===== src/rtl/cpu_types_pkg.sv =====
// Shared types and constants for the memory arbiter.
// The DLOCK state exists only when DBURST_LOCK_EN is defined.
package cpu_types_pkg;

  typedef logic [31:0] word_t;

  typedef enum logic [1:0] {
    FREE   = 2'd0,
    BUSY   = 2'd1,
    ACCESS = 2'd2,
    ERROR  = 2'd3
  } ramstate_t;

  typedef enum logic [1:0] {
    IDLE = 2'd0,
    IGNT = 2'd1,
    DGNT = 2'd2
`ifdef DBURST_LOCK_EN
    ,
    DLOCK = 2'd3
`endif
  } arb_state_t;

  localparam word_t      BAD_DATA    = 32'hBAD1BAD1;
  localparam logic [7:0] TIMEOUT     = 8'd255;
  localparam logic [7:0] LOCK_WINDOW = 8'd4;

endpackage


===== src/rtl/arb_timeout_ctr.sv =====
// 8-bit cycle counter. hit flags the cycle in which the limit-th enabled
// cycle since the last clear is being counted.
module arb_timeout_ctr (
  input  logic       CLK,
  input  logic       nRST,
  input  logic       clear,
  input  logic       en,
  input  logic [7:0] limit,
  output logic       hit
);

  logic [7:0] count;

  always_ff @(posedge CLK, negedge nRST) begin
    if (!nRST)      count <= '0;
    else if (clear) count <= '0;
    else if (en)    count <= count + 8'd1;
  end

  assign hit = ((count + 8'd1) == limit);

endmodule


===== src/rtl/memory_arbiter.sv =====
// icache/dcache arbiter for a single-ported RAM, dcache has priority.
// Define DBURST_LOCK_EN to keep both words of a dcache block back to back.
module memory_arbiter
  import cpu_types_pkg::*;
(
  input  logic       CLK,
  input  logic       nRST,
  input  logic       iREN,
  input  word_t      iaddr,
  output word_t      iload,
  output logic       iwait,
  input  logic       dREN,
  input  logic       dWEN,
  input  word_t      daddr,
  input  word_t      dstore,
  output word_t      dload,
  output logic       dwait,
  output logic       ramREN,
  output logic       ramWEN,
  output word_t      ramaddr,
  output word_t      ramstore,
  input  word_t      ramload,
  input  logic [1:0] ramstate,
  output logic       merr,
  output arb_state_t dbg_state
);

  // Handshake: a requester raises its strobe(s) and holds address/data
  // stable while its wait is high; wait low for one cycle marks completion,
  // dropping the strobes before that abandons the access with no pulse.

  arb_state_t state, next_state;
  ramstate_t  rs;
  logic       dreq, cnt_hit, done, err, merr_set;
  logic [7:0] cnt_limit;

  assign rs        = ramstate_t'(ramstate);
  assign dreq      = dREN | dWEN;
  assign done      = (rs == ACCESS) || (rs == ERROR) || cnt_hit;
  assign err       = (rs != ACCESS);
  assign dbg_state = state;

`ifdef DBURST_LOCK_EN
  logic [28:0] lock_blk;

  always_ff @(posedge CLK, negedge nRST) begin
    if (!nRST)                                     lock_blk <= '0;
    else if (state == DGNT && next_state == DLOCK) lock_blk <= daddr[31:3];
  end

  assign cnt_limit = (state == DLOCK) ? LOCK_WINDOW : TIMEOUT;
`else
  assign cnt_limit = TIMEOUT;
`endif

  // One counter serves both the access timeout and the lock window.
  arb_timeout_ctr u_ctr (
    .CLK   (CLK),
    .nRST  (nRST),
    .clear (next_state != state),
    .en    (1'b1),
    .limit (cnt_limit),
    .hit   (cnt_hit)
  );

  always_ff @(posedge CLK, negedge nRST) begin
    if (!nRST) state <= IDLE;
    else       state <= next_state;
  end

  always_ff @(posedge CLK, negedge nRST) begin
    if (!nRST)         merr <= 1'b0;
    else if (merr_set) merr <= 1'b1;
  end

  always_comb begin
    next_state = state;
    iwait      = 1'b1;
    dwait      = 1'b1;
    iload      = '0;
    dload      = '0;
    ramREN     = 1'b0;
    ramWEN     = 1'b0;
    ramaddr    = '0;
    ramstore   = '0;
    merr_set   = 1'b0;
    case (state)
      IDLE: begin
        if (dreq)      next_state = DGNT;
        else if (iREN) next_state = IGNT;
      end
      IGNT: begin
        if (!iREN) begin
          next_state = IDLE;
        end else begin
          ramREN  = 1'b1;
          ramaddr = iaddr;
          iload   = ramload;
          if (done) begin
            iwait      = 1'b0;
            next_state = IDLE;
            if (err) begin
              iload    = BAD_DATA;
              merr_set = 1'b1;
            end
          end
        end
      end
      DGNT: begin
        if (!dreq) begin
          next_state = IDLE;
        end else begin
          ramaddr = daddr;
          dload   = ramload;
          if (dWEN) begin
            ramWEN   = 1'b1;
            ramstore = dstore;
          end else begin
            ramREN = 1'b1;
          end
          if (done) begin
            dwait      = 1'b0;
            next_state = IDLE;
`ifdef DBURST_LOCK_EN
            if (!daddr[2]) next_state = DLOCK;
`endif
            if (err) begin
              dload    = BAD_DATA;
              merr_set = 1'b1;
            end
          end
        end
      end
`ifdef DBURST_LOCK_EN
      DLOCK: begin
        // Only the odd word of the locked block may claim the RAM here.
        if (dreq) begin
          if (daddr[2] && (daddr[31:3] == lock_blk)) next_state = DGNT;
          else                                       next_state = IDLE;
        end else if (cnt_hit) begin
          next_state = IDLE;
        end
      end
`endif
      default: next_state = IDLE;
    endcase
  end

endmodule


===== config.mk =====
export PLATFORM = sky130hd
export DESIGN_NAME = memory_arbiter
export DESIGN_NICKNAME = d
export VERILOG_FILES = /design/src/rtl/cpu_types_pkg.sv /design/src/rtl/arb_timeout_ctr.sv /design/src/rtl/memory_arbiter.sv
export SDC_FILE = /design/constraint.sdc
export NUM_CORES = 1
export LEC_CHECK = 0
export CAP_MARGIN = 15
export CELL_PAD_IN_SITES_DETAIL_PLACEMENT = 1
export CELL_PAD_IN_SITES_GLOBAL_PLACEMENT = 1
export CORE_UTILIZATION = 15
export DETAILED_ROUTE_END_ITERATION = 8
export PLACE_DENSITY = 0.84
export SLEW_MARGIN = 20
export SYNTH_ARGS = -nofsm -noshare
export SYNTH_HDL_FRONTEND = slang
export SYNTH_SLANG_ARGS = --single-unit

===== constraint.sdc =====
create_clock -name CLK -period 4.4 [get_ports CLK]
set_input_delay 0.88 -clock CLK [delete_from_list [all_inputs] [get_ports CLK]]
set_output_delay 0.88 -clock CLK [all_outputs]
set_load 0.005 [all_outputs]

==> results by group <==
Finish
  • FILL cells: between 1,500 and 2,000
  • Final Cell Area: between 4000 and 5000 um^2
  • Final #Nets: around 700
  • Reg area: 275 um^2
  • Share of cells above drive strength 1: 0.0342
  • ANT cells: 0
  • Multi-input gate area: about 1500 um^2
  • Core Util, Final: 0.387
  • Area grow syn2layout: 152%
  • Finished Layout Cells: roughly 730

Clocking
  • Root Driver: clkbuf_16
  • H-tree lvl count: 1
  • Setup bufs post-CTS: 0
  • TritonCTS clock tree: done
  • CTS Sinks: 11
  • CTS max path bufs: 2
  • Clock buffer count from CTS: 3
  • Skew-Pair Late Insertion Delay: approximately 240 ps
  • Clock transition at the registers of the reported paths: 40 ps
  • Post-cts hold buffer count: 0
  • Post-CTS sizing: 0

Floorplanning
  • Starting density of the core: 0.154
  • Die Ht: 116 um
  • IO Count: 270
  • # rows: 41
  • Core Area: 12,600 um^2
  • Die area: around 13,000 um^2
  • Die X: 116 um

Timing
  • Tmin final: 3890 ps
  • Final max-slew violation count: 0
  • Final Hold Viols: 0
  • Final Skew: about 2.4 ps
  • Final Setup Violations: 0
  • RSZ-0062 raised after global routing: no
  • Worst slew margin: 0.354
  • Slew @ Worst Pin: slightly below 1000 ps
  • Fmax: 0.257 GHz
  • Setup_tns: 0 ps
  • Crit share post-route: 0.884

Setup path
  • Crit end category: output port
  • CP dominant cell by count: clkdlybuf4s50_1
  • Critical path's slowest cell: nor2_1
  • Worst EP arrival: about 3000 ps
  • Critical Path Fanout Max: 14
  • CP cell instances: clkdlybuf4s50_1 > nand2_1 > nor2_1 > and2_1 > clkdlybuf4s50_1
  • Critical path type: primary input to output port
  • Slowest stage delay, CP: 690 ps
  • Crit path required time: ~3500 ps
  • CP startpoint kind: primary input

GRT
  • Global route hottest layer: met2
  • Met1 GRT Util: 0.165
  • Grt ovf: 0
  • Global-route wire length before repair: around 16 mm
  • Vias in the first global route: approximately 3,200
  • Largest net degree at the start of global routing: 38
  • Global-route met2 utilization: 0.316
  • Initial antenna violation count: 0
  • Met3 Resource Use GR: 0.0361
  • GRT Resource Usage Total: 0.156

Drt
  • ANT nets after route: 0
  • Wire per inst: 15.9 um
  • Drt total wl: ~12 mm
  • DRC errors left: 0
  • Via/cell ratio: about 4.4
  • DRT Pass-1 Iters: 4
  • 1st-iter DRT viols: slightly below 100
  • Routed vias: 3,177

Pwr
  • Leakage: approximately 0.0019 uW
  • Logic pwr share: 0.785
  • P per Cell Area: approximately 300 nW/um^2
  • Clock power share: 0.113
  • Psw: around 560 uW
  • Internal: approximately 900 uW
  • VDD IR-drop max: ~0.14 mV
  • Switching part of the total: 0.380
  • Sequential share of power: 0.102

Logic synthesis
  • Synthesized instance count: 300
  • Net Count, Synth: approximately 440
  • Sequential area share after synthesis: 0.142
  • Number of flops mapped to enable cells by yosys: 0
  • Primary FF master, synth: dfrtp_1
  • Netlist cell types: 34
  • Yosys warns: 0
  • Asr flop ratio synth: 1.00
  • FF+latch count, synth: 11
  • Post-Syn Area: 1940 um^2
  • Mean Syn Cell Area: ~6.5 um^2

Run
  • MaxCap Viol Count: 0

Worst hold path
  • Min-delay worst type: register to register

Placement
  • RePlAce Congestion: about 0.80
  • Inst Count DP: between 700 and 800
  • DP HPWL: between 9 and 10 mm
  • Placed cell area: between 4000 and 5000 um^2
  • I/O Buffers: between 200 and 300

Status
  • Status: finished, final reports clean
[cell type report]
cell class	count	share of cell area
timing repair buffer	279	0.567
multi-input combinational	255	0.311
sequential	11	0.0564
tap	172	0.0441
clock buffer	3	0.0154
inverter	6	0.00462
clock inverter	1	0.00103
[Yosys cell counts (2+ instances only)]
cell type	n	area, um^2
nor2_1	68	255
a22oi_1	33	248
nor2b_1	33	206
and3_1	32	200
and2_1	31	194
clkbuf_1	22	82.6
dfrtp_1	11	275
nand2_1	9	33.8
ha_1	6	75.1
inv_1	6	22.5
a21oi_1	5	25.0
nand3_1	5	25.0
nor3_1	5	25.0
o21ai_0	5	25.0
xnor2_1	5	43.8
buf_2	3	15.0
o21a_1	3	22.5
nand2b_1	2	12.5
[registers in the layout, summed over array words and instances (netlist names)]
register	cells
dbg_state	2
merr	1
u_ctr.count	8
[metrics by stage]
step                worst slack [ps]  hold slack [ps]  total power [uW]
floorplan                       1550              466               643
global placement                 508              517              1270
detailed placement               407              537              1310
CTS                              405              546              1480
global route                     279              559              1570
finish                           509              527              1460
[routing by layer]
metal	wire length [um]	vias to the layer above	share of wire
li1	-	1523	-
met1	4350	1475	0.38
met2	6070	173	0.53
met3	1060	6	0.092
met4	65	0	0.0056
met5	0	-	0
[kinds of logic (layout without fill, tap and decap cells)]
kind of cell | Yosys count | after routing | synth area share
AND/OR/NAND/NOR | 189 | 189 | 0.507
AO/OA/AOI/OAI | 54 | 54 | 0.210
buffers and inverters | 34 | 289 | 0.0742
XOR/XNOR | 6 | 6 | 0.0271
adder cells (fa/ha/maj) | 6 | 6 | 0.0387
flip-flops | 11 | 11 | 0.142
[cell usage in the layout (no fill, tap or decap), types with 2 or more instances in the layout]
cell and instances:
a21oi_1 5, a22oi_1 33, and2_1 31, and3_1 32
buf_4 10, clkbuf_16 3, clkdlybuf4s50_1 269, dfrtp_1 11
ha_1 6, inv_1 6, nand2_1 9, nand2b_1 2
nand3_1 5, nor2_1 68, nor2b_1 33, nor3_1 5
o21a_1 3, o21ai_0 4, xnor2_1 5
[worst max-delay path: cells and delay by family]
| family | cells | cell delay, ps |
|---|---|---|
| buf+inv | 2 | 1110 |
| simple gates | 3 | 1030 |
[worst paths after layout]
check / start / end / slack, ps / cells after the start
worst max register to register: dbg_state[0] / u_ctr.count[4] / 1780 / 9
max in group asynchronous: nRST / merr / 3070 / 1
min in group asynchronous: nRST / dbg_state[0] / 990 / 1
worst min register to register: merr / merr / 530 / 1
worst min-delay path: merr / merr / 530 / 1
worst max-delay path: iREN / iload[21] / 510 / 5
[power by group through the flow]
| stage | Combinational, uW | Sequential, uW | Clock [uW] |
|---|---|---|---|
| global route | 1250 | 153 | 175 |
| finish | 1150 | 148 | 165 |
| CTS | 1160 | 149 | 171 |
| detailed placement | 1160 | 150 | 0 |
| floorplan | 501 | 142 | 0 |
| global placement | 1130 | 147 | 0 |
No activity file was read; power rests on OpenSTA's default activity.
